<file path="src/rtl/gb_line_fb_feeder.sv">
// gb_line_fb_feeder
//   Turns the Game Boy core's 160x144 BGR555 pixel stream into RGB565 word
//   writes for the PSRAM framebuffer write path. Each source pixel is written
//   twice (2x horizontal), addresses run linearly from BASE_ADDR with
//   LINE_WORDS words per row, and one hGBNewLine pulse follows every finished
//   row. Short lines are zero-padded to full width.
//
// Ports
//   hClk          clock, rising edge
//   hReset_n      asynchronous active-low reset
//   hFrameStart   1-cycle pulse, start of frame (aborts any line in progress)
//   hLineStart    1-cycle pulse, start of a source line
//   hPixValid     hPixData valid
//   hPixData      {B[14:10],G[9:5],R[4:0]}
//   hPixReady     pixel accepted when hPixValid & hPixReady
//   hGBNewLine    1-cycle pulse after the last word of a row
//   hGBAddress    word address of current write (held while idle)
//   hGBWrite      write strobe, one word per cycle
//   hGBData       RGB565 {R5,G6,B5} (held while idle)
//   hLineCount    completed rows this frame
//   hOverrun      sticky excess-pixel / excess-line flag, cleared by hFrameStart
module gb_line_fb_feeder #(
   parameter logic [22:0] BASE_ADDR  = 23'h10000,
   parameter int          SRC_WIDTH  = 160,
   parameter int          SRC_HEIGHT = 144,
   parameter int          LINE_WORDS = 320
) (
   input  logic        hClk,
   input  logic        hReset_n,
   input  logic        hFrameStart,
   input  logic        hLineStart,
   input  logic        hPixValid,
   input  logic [14:0] hPixData,
   output logic        hPixReady,
   output logic        hGBNewLine,
   output logic [22:0] hGBAddress,
   output logic        hGBWrite,
   output logic [15:0] hGBData,
   output logic [7:0]  hLineCount,
   output logic        hOverrun
);

   typedef enum logic [2:0] {IDLE, LWAIT, ACT, DUP, PAD, DONE} state_t;

   localparam logic [8:0]  LINE_END = 9'(2 * SRC_WIDTH);
   localparam logic [8:0]  LAST_X   = 9'(2 * SRC_WIDTH - 1);
   localparam logic [7:0]  LAST_Y   = 8'(SRC_HEIGHT);
   localparam logic [22:0] ROW_STEP = 23'(LINE_WORDS);

   state_t      state;
   logic [8:0]  x;          // next framebuffer word within the row
   logic [22:0] row;        // word address of x=0 of the current row
   logic        line_pend;  // hLineStart seen before the current row finished
   logic [2:0]  excess;     // consecutive cycles of hPixValid while waiting for a line

   function automatic logic [15:0] bgr555_to_rgb565(input logic [14:0] p);
      // G gets its MSB replicated into the new LSB so full scale stays full scale.
      return {p[4:0], p[9:5], p[9], p[14:10]};
   endfunction

   always_ff @(posedge hClk or negedge hReset_n) begin
      if (!hReset_n) begin
         state      <= IDLE;
         x          <= '0;
         row        <= BASE_ADDR;
         line_pend  <= 1'b0;
         excess     <= '0;
         hPixReady  <= 1'b0;
         hGBNewLine <= 1'b0;
         hGBAddress <= '0;
         hGBWrite   <= 1'b0;
         hGBData    <= '0;
         hLineCount <= '0;
         hOverrun   <= 1'b0;
      end else begin
         hGBWrite   <= 1'b0;
         hGBNewLine <= 1'b0;
         if (hFrameStart) begin
            // Abort whatever is running; a pending duplicate write is dropped.
            row        <= BASE_ADDR;
            x          <= '0;
            hLineCount <= '0;
            hOverrun   <= 1'b0;
            line_pend  <= 1'b0;
            excess     <= '0;
            if (hLineStart) begin
               state     <= ACT;
               hPixReady <= 1'b1;
            end else begin
               state     <= LWAIT;
               hPixReady <= 1'b0;
            end
         end else begin
            case (state)
               IDLE: begin
                  hPixReady <= 1'b0;
               end
               LWAIT: begin
                  if (hLineStart) begin
                     excess <= '0;
                     if (hLineCount == LAST_Y) begin
                        hOverrun <= 1'b1;
                     end else begin
                        state     <= ACT;
                        x         <= '0;
                        hPixReady <= 1'b1;
                     end
                  end else if (hPixValid) begin
                     if (excess == 3'd4) hOverrun <= 1'b1;
                     else                excess   <= excess + 3'd1;
                  end else begin
                     excess <= '0;
                  end
               end
               ACT: begin
                  if (hPixValid && hPixReady) begin
                     hGBWrite   <= 1'b1;
                     hGBAddress <= row + 23'(x);
                     hGBData    <= bgr555_to_rgb565(hPixData);
                     hPixReady  <= 1'b0;
                     state      <= DUP;
                     if (hLineStart) line_pend <= 1'b1;
                  end else if (hLineStart) begin
                     hPixReady <= 1'b0;
                     line_pend <= 1'b1;
                     state     <= PAD;
                  end
               end
               DUP: begin
                  // Second copy of the pixel; hGBData still holds it.
                  hGBWrite   <= 1'b1;
                  hGBAddress <= row + 23'(x) + 23'd1;
                  x          <= x + 9'd2;
                  if (hLineStart) line_pend <= 1'b1;
                  if (x + 9'd2 == LINE_END) begin
                     hPixReady <= 1'b0;
                     state     <= DONE;
                  end else if (line_pend || hLineStart) begin
                     hPixReady <= 1'b0;
                     state     <= PAD;
                  end else begin
                     hPixReady <= 1'b1;
                     state     <= ACT;
                  end
               end
               PAD: begin
                  hGBWrite   <= 1'b1;
                  hGBAddress <= row + 23'(x);
                  hGBData    <= 16'h0000;
                  x          <= x + 9'd1;
                  if (hLineStart) line_pend <= 1'b1;
                  if (x == LAST_X) state <= DONE;
               end
               DONE: begin
                  hGBNewLine <= 1'b1;
                  row        <= row + ROW_STEP;
                  hLineCount <= hLineCount + 8'd1;
                  x          <= '0;
                  line_pend  <= 1'b0;
                  excess     <= '0;
                  // A line start that arrived early begins the next row at once.
                  if ((line_pend || hLineStart) && (hLineCount + 8'd1 != LAST_Y)) begin
                     hPixReady <= 1'b1;
                     state     <= ACT;
                  end else begin
                     if (line_pend || hLineStart) hOverrun <= 1'b1;
                     hPixReady <= 1'b0;
                     state     <= LWAIT;
                  end
               end
               default: begin
                  hPixReady <= 1'b0;
                  state     <= IDLE;
               end
            endcase
         end
      end
   end

endmodule
</file>
<file path="config.mk">
export PLATFORM = sky130hd
export DESIGN_NAME = gb_line_fb_feeder
export DESIGN_NICKNAME = d
export VERILOG_FILES = /design/src/rtl/gb_line_fb_feeder.sv
export SDC_FILE = /design/constraint.sdc
export NUM_CORES = 1
export LEC_CHECK = 0
export ABC_CLOCK_PERIOD_IN_PS = 3000
export BUFFER_PORTS_ARGS = -buffer_cell sky130_fd_sc_hd__buf_2
export CORE_MARGIN = 1.5
export CORE_UTILIZATION = 50
export CTS_CLUSTER_SIZE = 10
export DETAILED_ROUTE_END_ITERATION = 8
export HOLD_SLACK_MARGIN = 0.15
export PLACE_DENSITY = 0.71
export SLEW_MARGIN = 10
export SYNTH_ARGS = -nofsm -noshare
export SYNTH_HDL_FRONTEND = slang
export SYNTH_SLANG_ARGS = --single-unit
</file>
<file path="constraint.sdc">
create_clock -name hClk -period 3 [get_ports hClk]
set_input_delay 0.3 -clock hClk [delete_from_list [all_inputs] [get_ports hClk]]
set_output_delay 0.3 -clock hClk [all_outputs]
set_load 0.02 [all_outputs]
</file>
# Yosys cells after proc, flatten, opt, wreduce, memory -nomap -nowiden
# Cells that the tools add are included.
totals:
  ff_bits: 90
  input_bits: 20
  out_inout_bits: 51
  word_cells: 118
classes:
  addsub: 7
  eq_ne: 24
  muxes: 54
  n_bitwise: 1
  reduce_logical: 20
ops:
  columns: ["cell", "n"]
  rows:
  - ["two-way mux 23 bit", 3]
  - ["one-hot mux 23 bit (3 select lines)", 1]
  - ["two-way mux 3 bit", 12]
  - ["one-hot mux 9 bit (4 select lines)", 1]
  - ["one-hot mux 16 bit (2 select lines)", 1]
  - ["two-way mux 9 bit", 3]
  - ["adder 23 x 1 -> 23 bit (second input constant)", 1]
  - ["adder 23 x 9 -> 23 bit", 1]
  - ["adder 23 x 9 -> 23 bit (second input constant)", 1]
  - ["two-way mux 1 bit", 22]
  - ["equality test 9 bit (second input constant)", 2]
  - ["one-hot mux 3 bit (6 select lines)", 1]
  - ["two-way mux 16 bit", 1]
  - ["two-way mux 8 bit", 2]
  - ["inequality test 4 bit (second input constant)", 4]
  - ["inequality test 3 bit (second input constant)", 5]
  - ["adder 9 x 1 -> 9 bit (second input constant)", 1]
  - ["adder 9 x 2 -> 9 bit (second input constant)", 1]
  - ["equality test 3 bit (second input constant)", 3]
  - ["AND reduction 3 bit", 3]
  - ["nonzero test 3 bit", 3]
  - ["adder 8 x 1 -> 8 bit (second input constant)", 1]
  - ["equality test 8 bit (second input constant)", 1]
  - ["inequality test 8 bit (second input constant)", 1]
  - ["other kinds (22)", 31]

# Logic depth before layout (Yosys ltp)
logic_depth:
  depth_word: 6
  depth_mapped: 9
  ltp_nobuf: 9

# Worst setup path after synthesis
# OpenSTA, ideal clock, no wires.
synth_path:
  path_kind: "flip-flop to flip-flop"
  from: "register x[8]"
  to: "register hGBAddress[21]"
  setup_time_ps: 124
  arrival_time_ps: 2477
  required_ps: 2876
  path_slack_ps: 398
  stages_incl_launch_ff: 10
  path_buffers: 1
  period_less_slack_ps: 2602
  cell_sequence: "dfrtp_1 ha_1 clkbuf_2 a21oi_1 a211o_2 a21o_2 a2111o_1 and4bb_2 and3_1 nor3_1"
synth_via:
  elab_chain_cells: 3
  elab_cells_between_ends: 4
  cone_classes: "2 x add/sub; 2 x mux"
synth_rtl:
  columns: ["element", "line_no", "rtl"]
  rows:
  - ["start, declared", "51", "logic [8:0] x;"]
  - ["start signal, assigned", "133", "x <= x + 9'd2;"]
  - ["start signal, assigned", "150", "x <= x + 9'd1;"]
  - ["adder 23 x 9 -> 23 bit *", "118, 132, 148", null]
  - ["adder 23 x 1 -> 23 bit / two-way mux 23 bit (equally long branches)", "132, 116", null]
  - ["one-hot mux 23 bit (3 select lines) *", "94", "case (state)"]
  - ["end signal, assigned", "118", "hGBAddress <= row + 23'(x);"]
  - ["end signal, assigned", "132", "hGBAddress <= row + 23'(x) + 23'd1;"]
  - ["end signal, assigned", "148", "hGBAddress <= row + 23'(x);"]
  - ["end, declared", "36", "output logic [22:0] hGBAddress,"]
# Every way passes the cells marked *; elsewhere a longest branch is shown, timed or not. The select of a mux whose other input is x is not followed.
# A chain may end at the register's enable or synchronous reset.

# Worst setup path after layout
layout_path:
  from: "register x[7]"
  to: "register hGBAddress[22]"
# Same word-level chain as after synthesis.

==> flow_metrics.env <==
export IMPL_yosysWarnings=0
export IMPL_hp_class="primary input to flop"
export IMPL_grt_pass1_wl_um=19800
export IMPL_die_w_um=104
export IMPL_rows=36
export IMPL_synth_fp_nets=606
export IMPL_grt_overflow=0
export IMPL_worstHoldEndpoint="hGBData[11]"
export IMPL_vias_per_cell=5.68
export IMPL_hold_viol_final=0
export IMPL_synth_edf_count=0
export IMPL_swShare_pct=36.5
export IMPL_place_inst=752
export IMPL_fmax_mhz=357
export IMPL_io_buffers=70
export IMPL_dp_slack_ns=0.247
export IMPL_synth_common_cells="dfrtp_1, nand2_1, nor2_1"
export IMPL_instances_no_fill=782
export IMPL_path_clk_slew_ns=0.10
export IMPL_ctsRootBufferMaster="clkbuf_8"
export IMPL_syn2layout_area_growth_pct=15.1
export IMPL_grt_max_degree=84
export IMPL_powerDensity_nw_per_um2=512
export IMPL_htreeDepth=3
export IMPL_synth_largest_area_cell="dfrtp_1"
export IMPL_drv_cap=0
export IMPL_total_power_mw=3.00
export IMPL_worst_setup_path_start_kind="flop"
export IMPL_timing_rr_start="x[7]"
export IMPL_gp_congestion=0.888
export IMPL_cts_buffer_depth=2
export IMPL_rr_worst_depth=8
export IMPL_ios=71
export IMPL_grt_pass1_vias=4154
export IMPL_wl_per_cell_um=14.7
export IMPL_insertedDiodeCount=0
export IMPL_antenna_found_initial=0
export IMPL_async_flop_share_pct=100
export IMPL_synth_area_leaders="dfrtp_1, nand2_1, xnor2_1"
export IMPL_synth_top_area_share_pct=40.4
export IMPL_timing_rr_end="hGBAddress[22]"
export IMPL_p_comb_share_pct=26.9
export IMPL_slew_violations=0
export IMPL_synth_seq_area_share_pct=40.9
export IMPL_p_int_mw=1.90
export IMPL_finalCriticalPeriod_ns=2.80
export IMPL_clock_latency_ns=0.37
export IMPL_synth_ff_type="dfrtp_1"
export IMPL_drcViolationCount=0
export IMPL_peakVddDrop_v=0.000357
export IMPL_nets=678
export IMPL_fin_worst_skew_ns=0.0117
export IMPL_fin_ws_ns=0.200
export IMPL_p_leak_nw=2.62
export IMPL_synth_seq_cells=83
export IMPL_seqPwrFrac_pct=45.7
export IMPL_tightestPinTransition_ns=1.03
export IMPL_cts_tree="built"
export IMPL_dieArea_um2=10800
export IMPL_first_iter_violations=263
export IMPL_start_util_pct=51.8
export IMPL_synth_most_common_cell="dfrtp_1"
export IMPL_grt_total_usage_pct=22.1
export IMPL_cp_required_ns=3.25
export IMPL_drive_gt1_share_pct=18.8
export IMPL_place_area_um2=5500
export IMPL_vias=4439
export IMPL_whs_path_depth=2
export IMPL_ff2ff_setup_slack_ns=0.20
export IMPL_tns_ns=0
export IMPL_syn_area_per_cell_um2=8.89
export IMPL_ant_nets=0
export IMPL_dp_hpwl_um=7970
export IMPL_clkPwrFrac_pct=27.4
export IMPL_final_cell_area_um2=5850
export IMPL_crit_fanout=7
export IMPL_endpoint_kind="flop"
export IMPL_p_switching_mw=1.09
export IMPL_post_route_period_util_pct=93.3
export IMPL_maxSlewHeadroom_pct=31.6
export IMPL_path_class="flop to flop"
export IMPL_finalSetupViolCount=0
export IMPL_fp_coreArea_um2=9820
export IMPL_cts_buffers=9
export IMPL_wirelength_um=11500
export IMPL_grt_setup_unrepaired="no"
export IMPL_worstHoldStart="hPixData[0]"
export IMPL_syn_cell_area_um2=5080
export IMPL_clkSinkCount=83
export IMPL_status="complete, no violations"
export IMPL_die_y_um=104
export IMPL_dr_pass1_iters=7
export IMPL_postSynthCellCount=572
export IMPL_cp_arrival_ns=3.05
export IMPL_ys_types=77
registers in the layout, indices dropped and copies added (netlist names):
| register | count |
|---|---|
| excess | 3 |
| hGBData | 15 |
| hGBNewLine | 1 |
| state | 3 |
| hOverrun | 1 |
| x | 9 |
| hGBAddress | 23 |
| line_pend | 1 |
| row | 17 |
| hPixReady | 1 |
| hLineCount | 8 |
| hGBWrite | 1 |
through the flow:
stage / util [%] / hold slack [ns]
3_3_place_gp: 56.0 / 0.456
4_1_cts: 59.3 / 0.152
3_5_place_dp: 56.0 / 0.463
6_report: 59.6 / 0.159
5_1_grt: 59.6 / 0.161
2_1_floorplan: - / 0.00441
per-layer routing:
layer  part of all wire, %  GRT usage [%]  up-vias
met5                     0              0        -
met4                   1.1           6.75        0
li1                      -              -     2169
met3                   5.2           3.08       12
met1                    48           31.4     2118
met2                    46           35.0      140
area by class of cell:
type	count	area, um^2
sequential	83	2080
clock buffer	9	124
fill	912	3970
multi-input combinational	434	2740
inverter	17	63.8
timing repair buffer	99	606
clock inverter	7	76.3
tap	133	166
power by group through the flow:
stage	clock network [mW]	logic, mW	registers, mW
6_report	0.822	0.807	1.37
5_1_grt	0.885	0.878	1.39
4_1_cts	0.853	0.808	1.37
3_5_place_dp	0	0.793	1.39
3_3_place_gp	0	0.780	1.38
2_1_floorplan	0	0.353	1.54
worst max path at each step:
stage          slack [ns]  start              to  cells after the start
3_3_place_gp         0.31   x[8]  hGBAddress[21]                      8
3_5_place_dp         0.25   x[7]  hGBAddress[22]                      8
4_1_cts              0.23   x[8]  hGBAddress[19]                      8
2_1_floorplan        0.40   x[8]  hGBAddress[21]                      9
5_1_grt              0.05   x[8]  hGBAddress[18]                      8
6_report             0.20   x[7]  hGBAddress[22]                      8
cells in the final DEF (no fill, tap or decap), types with 4 or more instances in the layout:
master and count:
nor3b_1 4, o21ai_0 43, xor2_1 20, and3_1 7
ha_1 14, nor2_1 52, o31ai_1 5, xnor2_1 28
or3_1 10, dfrtp_1 82, nand3_1 15, nor3_1 16
nand2b_1 8, nor4_1 4, nand2_1 66, nand4_1 10
a22o_1 17, o22ai_1 5, buf_4 16, inv_1 17
o211ai_1 9, dlygate4sd3_1 14, clkbuf_8 9, buf_2 69
a21oi_1 29
kinds of logic (layout without fill, tap and decap cells):
group | after synthesis | in the layout | share of synthesized area (%)
other | 1 | 1 | 0.0738
AND/OR/NAND/NOR | 223 | 223 | 21.9
flip-flops | 83 | 83 | 40.9
adder cells (fa/ha/maj) | 14 | 14 | 3.45
AO/OA/AOI/OAI | 145 | 145 | 19.3
buffers and inverters | 55 | 132 | 5.59
multiplexers | 3 | 3 | 0.591
XOR/XNOR | 48 | 48 | 8.27
worst max-delay path, cell delays in order, from the launching register on:
cell     delay (ns)
dfrtp_1        0.46
ha_1           0.38
a21o_2         0.26
a21oi_1        0.36
nor3_1         0.15
a221o_1        0.39
and3b_1        0.22
and4b_1        0.17
or3_1          0.30
repair_timing:
action,4_1_cts,5_1_grt
hold endpoints to repair,14,2
buffers inserted,0,0
gates resized for setup,0,2
hold buffers,12,2
endpoints found under the setup margin,0,2
No activity file was read; power rests on OpenSTA's default activity.
